===== src/rtl/rf_wb_arbiter_pkg.sv =====
// Shared regfile widths and writeback source indices.
// Used by the writeback arbiter and its bench.
package rf_wb_arbiter_pkg;

    localparam int REG_ADDR_W = 5;
    localparam int REG_DATA_W = 32;
    localparam int REG_NUM    = 32;

    localparam int WB_NUM_SRC = 3;
    localparam int WB_SRC_ALU = 0;
    localparam int WB_SRC_LSU = 1;
    localparam int WB_SRC_MDU = 2;

    // Width of an index into n requesters (at least one bit).
    function automatic int idx_w(input int n);
        return (n > 1) ? $clog2(n) : 1;
    endfunction

endpackage


===== src/rtl/rf_wb_arbiter_rr.sv =====
// Combinational round-robin arbiter: one-hot grant to the first
// requester found scanning from i_ptr upward, modulo N.
module rr_arbiter
    import rf_wb_arbiter_pkg::*;
#(
    parameter int N = 3
) (
    input  logic                 i_en,
    input  logic [N-1:0]         i_req,
    input  logic [idx_w(N)-1:0]  i_ptr,
    output logic [N-1:0]         o_gnt,
    output logic [idx_w(N)-1:0]  o_idx,
    output logic                 o_any
);

    localparam int PW = idx_w(N);

    logic [PW:0]   w_sum;
    logic [PW-1:0] w_j;

    always_comb begin
        o_gnt = '0;
        o_idx = '0;
        o_any = 1'b0;
        w_sum = '0;
        w_j   = '0;
        for (int k = 0; k < N; k++) begin
            w_sum = {1'b0, i_ptr} + (PW+1)'(k);
            if (w_sum >= (PW+1)'(N))
                w_sum = w_sum - (PW+1)'(N);
            w_j = w_sum[PW-1:0];
            if (!o_any && i_en && i_req[w_j]) begin
                o_gnt[w_j] = 1'b1;
                o_idx      = w_j;
                o_any      = 1'b1;
            end
        end
    end

endmodule


===== src/rtl/rf_wb_arbiter.sv =====
// Regfile write-port arbiter: round-robin grant among writeback
// sources, registered we/waddr/wdata with x0 writes filtered out.
module rf_wb_arbiter
    import rf_wb_arbiter_pkg::*;
#(
    parameter int NUM_REQ = WB_NUM_SRC,
    parameter int ADDR_W  = REG_ADDR_W,
    parameter int DATA_W  = REG_DATA_W
) (
    input  logic                      clk,
    input  logic                      rst,
    input  logic                      wb_stall,
    input  logic [NUM_REQ-1:0]        req_valid,
    input  logic [NUM_REQ*ADDR_W-1:0] req_addr,
    input  logic [NUM_REQ*DATA_W-1:0] req_data,
    output logic [NUM_REQ-1:0]        req_ready,
    output logic                      we,
    output logic [ADDR_W-1:0]         waddr,
    output logic [DATA_W-1:0]         wdata,
    output logic [2:0]                grant_id,
    output logic                      wb_busy
);

    localparam int PW = idx_w(NUM_REQ);

    logic [PW-1:0]      r_ptr;
    logic               r_we;
    logic [ADDR_W-1:0]  r_waddr;
    logic [DATA_W-1:0]  r_wdata;
    logic [2:0]         r_gid;

    logic               w_en;
    logic               w_any;
    logic [NUM_REQ-1:0] w_gnt;
    logic [PW-1:0]      w_idx;
    logic [PW-1:0]      w_ptr_nxt;
    logic [ADDR_W-1:0]  w_addr;
    logic [DATA_W-1:0]  w_data;

    // Reset and stall both suppress grants in the same cycle.
    assign w_en = rst & ~wb_stall;

    rr_arbiter #(.N(NUM_REQ)) u_arb (
        .i_en  (w_en),
        .i_req (req_valid),
        .i_ptr (r_ptr),
        .o_gnt (w_gnt),
        .o_idx (w_idx),
        .o_any (w_any)
    );

    assign w_addr    = req_addr[int'(w_idx)*ADDR_W +: ADDR_W];
    assign w_data    = req_data[int'(w_idx)*DATA_W +: DATA_W];
    assign w_ptr_nxt = (w_idx == PW'(NUM_REQ-1)) ? '0 : w_idx + 1'b1;

    always_ff @(posedge clk) begin
        if (!rst) begin
            r_ptr   <= '0;
            r_we    <= 1'b0;
            r_waddr <= '0;
            r_wdata <= '0;
            r_gid   <= '0;
        end else if (w_any) begin
            r_ptr   <= w_ptr_nxt;
            r_we    <= (w_addr != '0);
            r_waddr <= w_addr;
            r_wdata <= w_data;
            r_gid   <= 3'(w_idx);
        end else begin
            r_we    <= 1'b0;
        end
    end

    assign req_ready = w_gnt;
    assign we        = r_we;
    assign waddr     = r_waddr;
    assign wdata     = r_wdata;
    assign grant_id  = r_gid;
    assign wb_busy   = |req_valid;

endmodule


===== config.mk =====
export PLATFORM = sky130hd
export DESIGN_NAME = rf_wb_arbiter
export DESIGN_NICKNAME = d
export VERILOG_FILES = /design/src/rtl/rf_wb_arbiter_pkg.sv /design/src/rtl/rf_wb_arbiter_rr.sv /design/src/rtl/rf_wb_arbiter.sv
export SDC_FILE = /design/constraint.sdc
export NUM_CORES = 1
export LEC_CHECK = 0
export ABC_AREA = 1
export BUFFER_PORTS_ARGS = -buffer_cell sky130_fd_sc_hd__buf_2
export CAP_MARGIN = 20
export CORE_AREA = 2 2 79 81
export DETAILED_ROUTE_END_ITERATION = 8
export DIE_AREA = 0 0 81 83
export GPL_ROUTABILITY_DRIVEN = 1
export HOLD_SLACK_MARGIN = 0.12
export PLACE_DENSITY = 0.88
export RECOVER_POWER = 25
export SYNTH_ARGS = -nofsm -noshare
export SYNTH_HDL_FRONTEND = slang
export SYNTH_SLANG_ARGS = --single-unit

===== constraint.sdc =====
create_clock -name clk -period 4.7 [get_ports clk]
set_input_delay 0.235 -clock clk [delete_from_list [all_inputs] [get_ports clk]]
set_output_delay 0.235 -clock clk [all_outputs]
set_load 0.01 [all_outputs]

; ---- Yosys cells after proc, flatten, opt, wreduce, memory -nomap -nowiden
; Cells that the tools add are included.
[totals]
reg_bits = 42
inputBits = 117
out_inout_bits = 45
word_cells = 66
[op_classes]
n_addsub = 6
multipliers = 1
n_lt_le_gt_ge = 9
eq_ne = 1
shifts = 2
n_mux = 25
bitwise = 4
n_reduce_logical = 13
[op_table]
columns = cell, count
row1 = $shiftx 96x8->32, 1
row2 = $shiftx 15x6->5, 1
row3 = $mux 2, 7
row4 = $lt 2x3->1 const B, 3
row5 = $mux 1, 9
row6 = $mux 3, 3
row7 = $logic_and 1x1->1, 8
row8 = $bmux 1 s2, 3
row9 = $demux 1 s2, 3
row10 = $ge 2x1->1 const B, 3
row11 = $ge 3x2->1 const B, 2
row12 = $or 3x3->3, 2
row13 = $sub 2x2->2 const B, 3
row14 = $mul 2x3->5 const B, 1
row15 = $reduce_bool 5->1, 1
row16 = $add 2x1->3 const B, 1
row17 = $add 2x2->3 const B, 1
row18 = $reduce_or 3->1, 1
row19 = $add 2x1->2 const B, 1
row20 = $eq 2x2->1 const B, 1
row21 = $ge 2x2->1 const B, 1
row22 = $logic_not 1->1, 2
row23 = $reduce_and 2->1, 1
row24 = $and 1x1->1, 1
row25 = $not 1->1, 1

; ---- Logic depth before layout (Yosys ltp)
[depth]
word_depth = 17
ltp_mapped = 19
ltp_nobuf = 18

; ---- By module
; A second synthesis with hierarchy kept.
[unflattened]
cells_unflattened = 365
hier_area_um2 = 2605.0
[modules_own_cells]
columns = mod, instances, cells_per_inst, area_per_inst_um2, seq_area_each_um2
row1 = rf_wb_arbiter, 1, 303, 2243.4, 840.8
row2 = rr_arbiter, 1, 62, 361.6, 0.0

; ---- Worst setup path before layout
; Ideal clock, no wire load.
[synth_path]
kind = reg2reg
from = reg r_ptr[0]
to = reg r_we (netlist: we)
setup_ns = 0.110
arrival_time_ns = 2.035
required_ns = 4.590
path_slack_ns = 2.555
stages_incl_launch_ff = 18
path_buffers = 1
synth_period_minus_slack_ns = 2.145
path_cell_list = dfxtp_1 inv_1 ha_1 nand2_1 nand2_1 nor2_1 nor2_4 nand3_1 o21ai_1 nor2_4 inv_2 buf_6 nand2_1 nand2_1 nor2_1 nand3_1 nand2_1 inv_1
[synth_via]
elab_chain_cells = 17
word_cells_on_any_way = 34
cone_classes = add/sub (5) / mul (1) / order compare (3) / shift (1) / mux (15) / reduce/logical (9)
[synth_lines]
columns = element, line_no
row1 = start: declaration, rf_wb_arbiter.sv:26  ; logic [PW-1:0] r_ptr;
row2 = start signal: assignment, rf_wb_arbiter.sv:64  ; r_ptr <= w_ptr_nxt;
row3 = "parallel branches: the longest is 17 deep, another holds $mul 2x3->5", n/a
row4 = end signal: assignment, rf_wb_arbiter.sv:65  ; r_we <= (w_addr != '0);
row5 = end: declaration, rf_wb_arbiter.sv:27  ; logic r_we;
; Parallel ways; which one is timed is not known. The select of a mux whose other input is x is not followed.
; A chain may end at the register's enable or synchronous reset.

; ---- Worst setup path after layout
[layout_path]
from = reg r_ptr[0]
to = reg r_waddr[1] (netlist: waddr[1])
[layout_via]
elab_chain_cells = 16
word_cells_on_any_way = 32
cone_classes = add/sub (5) / mul (1) / order compare (3) / shift (1) / mux (15) / reduce/logical (7)
[layout_lines]
columns = element, line_no
row1 = "parallel branches: the longest is 16 deep, another holds $mul 2x3->5", n/a
row2 = end signal: assignment, rf_wb_arbiter.sv:66  ; r_waddr <= w_addr;
row3 = end: declaration, rf_wb_arbiter.sv:28  ; logic [ADDR_W-1:0] r_waddr;
; Parallel ways; which one is timed is not known. The select of a mux whose other input is x is not followed.

==> summary.txt <==
Outcome
  – Status: finished, final reports clean

Route
  – DRT Pass-1 Iters: 4
  – Post-route DRC: 0
  – Total Wirelength: 7851 microns
  – Post-route antenna net violation count: 0
  – Vias: 3181
  – Initial DRC count: 118
  – Wire length per cell: 12.79 microns
  – Routed vias/inst: 5.181

STA
  – Fmax: 295.1 MHz
  – Final setup violation count: 0
  – Worst Tran Pin Value: 1.043 ns
  – RSZ-0062 raised after global routing: no
  – Total Neg Setup Slack: 0 ns
  – Final slew viol count: 0
  – Final period util: 0.7211
  – Final Hold Viols: 0
  – Fin crit period: 3.389 ns
  – Max_slew headroom: 0.3048
  – Skew final: 0.007072 ns

Place
  – Inst Count DP: 606
  – PortBufs: 160
  – Final HPWL DP: 5608 microns
  – Final GP Congestion: 1.014

Layout
  – Layout cells sized above 1: 0.3043
  – Fin cells: 614
  – Final core utilization: 0.5792
  – N_diodes: 0
  – Final nets: 659
  – Area Overhead vs Synth: 32.35%

GRT
  – GR Layer Usage met3: 0.05652
  – Met1 Track Usage GR: 0.2527
  – GRT Resource Usage Total: 0.2280
  – Grt total ovfl: 0
  – Largest net degree at the start of global routing: 68
  – Number of global-route vias before repair: 2929
  – Grt met2 use: 0.4132
  – First-pass GRT wire length: 12510 microns
  – Initial antenna violation count: 0
  – GR peak layer: met2

Synth
  – Ys Warns: 0
  – Largest area contributor in the netlist: dfxtp_1
  – Number of distinct library cells after synthesis: 28
  – Post-Synthesis Cells: 397
  – FF+latch count, synth: 42
  – Avg Inst Size Synth: 6.410 sq um
  – Sequential area share after synthesis: 0.3304
  – Synth top area share: 0.3304
  – Top cells by area, synth: dfxtp_1 (33%), a21oi_1 (12%), o21ai_0 (11%), nor2_1 (10%), nand2_1 (7.5%)
  – Syn_nets: 518
  – Mapped cell area: 2545 sq um

Power
  – Clock Power Share: 0.176
  – Internal: 0.8009 mW
  – Leakage: 1.740 nW
  – Comb pwr share: 0.474
  – Pwr dens: 415.6 nW/um^2
  – Peak VDD IR: 0.0001772 V
  – Switching share of power: 0.4278
  – Part of the power in registers: 0.350
  – Total power: 1.400 mW
  – NetSw: 0.5988 mW

Critical path
  – CP Launch Type: register
  – Largest stage delay, worst path: 0.57 ns
  – Critical Path End Type: register
  – Required @ worst endpoint: 4.89 ns
  – Worst-path fanout max: 38
  – Critical path arrival: 3.58 ns
  – Slowest CP cell: nand2_2
  – Crit-path cells: inv_1 > ha_1 > inv_2 > nand3_1 > inv_1 > nor2_1 > nand4_2 > nand2_2 > inv_2 > nand2_1 > nand2_1 > a21oi_1 > nand2_1 > nand3_1 > inv_1
  – Critical Setup Path Class: register to register

Floorplanning
  – Initial Utilization: 0.4376
  – Placeable Area: 5816 sq um
  – Die Area: 6723 sq um
  – Ports: 162
  – Die height: 83 microns
  – Num rows: 28
  – Die Span X: 81 microns

CTS
  – # resized after CTS: 0
  – CTS tree: built
  – Clk sinks: 42
  – Hold_buf cts: 0
  – CTS buffer count: 5
  – Clock transition at path regs: 0.09 ns
  – H-tree depth: 2
  – Clock buffer depth: 2
  – Post-CTS Setup Bufs: 0
  – Clock latency at the later pin of the worst-skew pair: 0.29 ns
  – CTS root buf: clkbuf_8

Job
  – Max-Cap Viols: 0

Min path
  – HP Class: primary input to register
registers in the layout, summed over array words and instances (netlist names):
| name | flops |
|---|---|
| wdata | 32 |
| we | 1 |
| grant_id | 2 |
| r_ptr | 2 |
| waddr | 5 |
worst paths after layout:
check / slack (ns) / to / depth (start not counted) / startpoint
setup reg to reg: 1.31 / waddr[1] / 15 / r_ptr[0]
hold reg to reg: 0.52 / grant_id[0] / 2 / grant_id[0]
hold / removal: 0.18 / wdata[29] / 3 / req_data[93]
setup / recovery: 1.31 / waddr[1] / 15 / r_ptr[0]
critical path, delay by kind of cell (launching register included):
kind                     cells  cell delay (ns)
flip-flops                   1             0.39
AO/OA/AOI/OAI                1             0.18
AND/OR/NAND/NOR              8             1.55
adder cells (fa/ha/maj)      1             0.42
buffers and inverters        5             0.70
kinds of logic (layout without fill, tap and decap cells):
group | Yosys count | in the layout | synth area share
buffers and inverters | 57 | 199 | 0.1042
adder cells (fa/ha/maj) | 4 | 4 | 0.01967
multiplexers | 1 | 1 | 0.003933
AND/OR/NAND/NOR | 153 | 153 | 0.2586
AO/OA/AOI/OAI | 139 | 139 | 0.2817
flip-flops | 42 | 42 | 0.3304
other | 1 | 1 | 0.001474
synth_stat cells, drive strengths merged:
cell type,instances
clkbuf,8
or2,1
nand3b,1
nor2,74
o21bai,4
nor3,1
dfxtp,42
mux2i,1
nand2,56
ha,4
a21oi,62
inv,30
nand3,18
conb,1
o221ai,1
o21ai,69
buf,19
nand4,2
o211ai,3
metal layers:
layer,up-vias,part of all wire
li1,1596,-
met1,1421,0.42
met2,148,0.49
met3,16,0.077
met4,0,0.014
met5,-,0
cells in the final DEF (no fill, tap or decap), types with 3 or more instances in the layout:
| master | Yosys | layout |
|---|---|---|
| ha_1 | 4 | 4 |
| nand2_2 | 5 | 5 |
| o21ai_0 | 54 | 54 |
| a21oi_1 | 62 | 62 |
| nor2_4 | 3 | 4 |
| nor2_1 | 70 | 70 |
| inv_2 | 5 | 5 |
| o211ai_1 | 3 | 3 |
| inv_1 | 25 | 25 |
| dfxtp_1 | 42 | 42 |
| o21ai_1 | 15 | 15 |
| buf_2 | 8 | 139 |
| nand3_1 | 18 | 18 |
| nand2_1 | 51 | 51 |
| clkbuf_1 | 8 | 21 |
| o21bai_1 | 4 | 4 |
| clkbuf_8 | 0 | 6 |
through the flow:
stage               hold slack, ns  instance area [sq um]  setup slack [ns]
floorplan                   0.3778                   2545             2.555
global placement            0.4867                   3299             1.509
detailed placement          0.4879                   3299             1.355
CTS                         0.1788                   3395             1.357
global route                0.1893                   3368             1.005
finish                      0.1839                   3368             1.311
final cells by class:
| class | count | area [sq um] |
|---|---|---|
| Fill cell | 565 | 2447 |
| Multi-Input combinational cell | 298 | 1444 |
| Sequential cell | 42 | 840.8 |
| Timing Repair Buffer | 161 | 782.0 |
| Inverter | 30 | 112.6 |
| Tap cell | 75 | 93.84 |
| Clock buffer | 6 | 82.58 |
| Clock inverter | 2 | 12.51 |
power by group through the flow:
stage,clock (mW),combinational [mW],sequential (mW)
finish,0.246,0.664,0.490
global route,0.269,0.751,0.499
CTS,0.253,0.675,0.488
detailed placement,0,0.674,0.494
global placement,0,0.650,0.493
floorplan,0,0.426,0.533
Note: power is estimated with default switching activity, not from simulation.
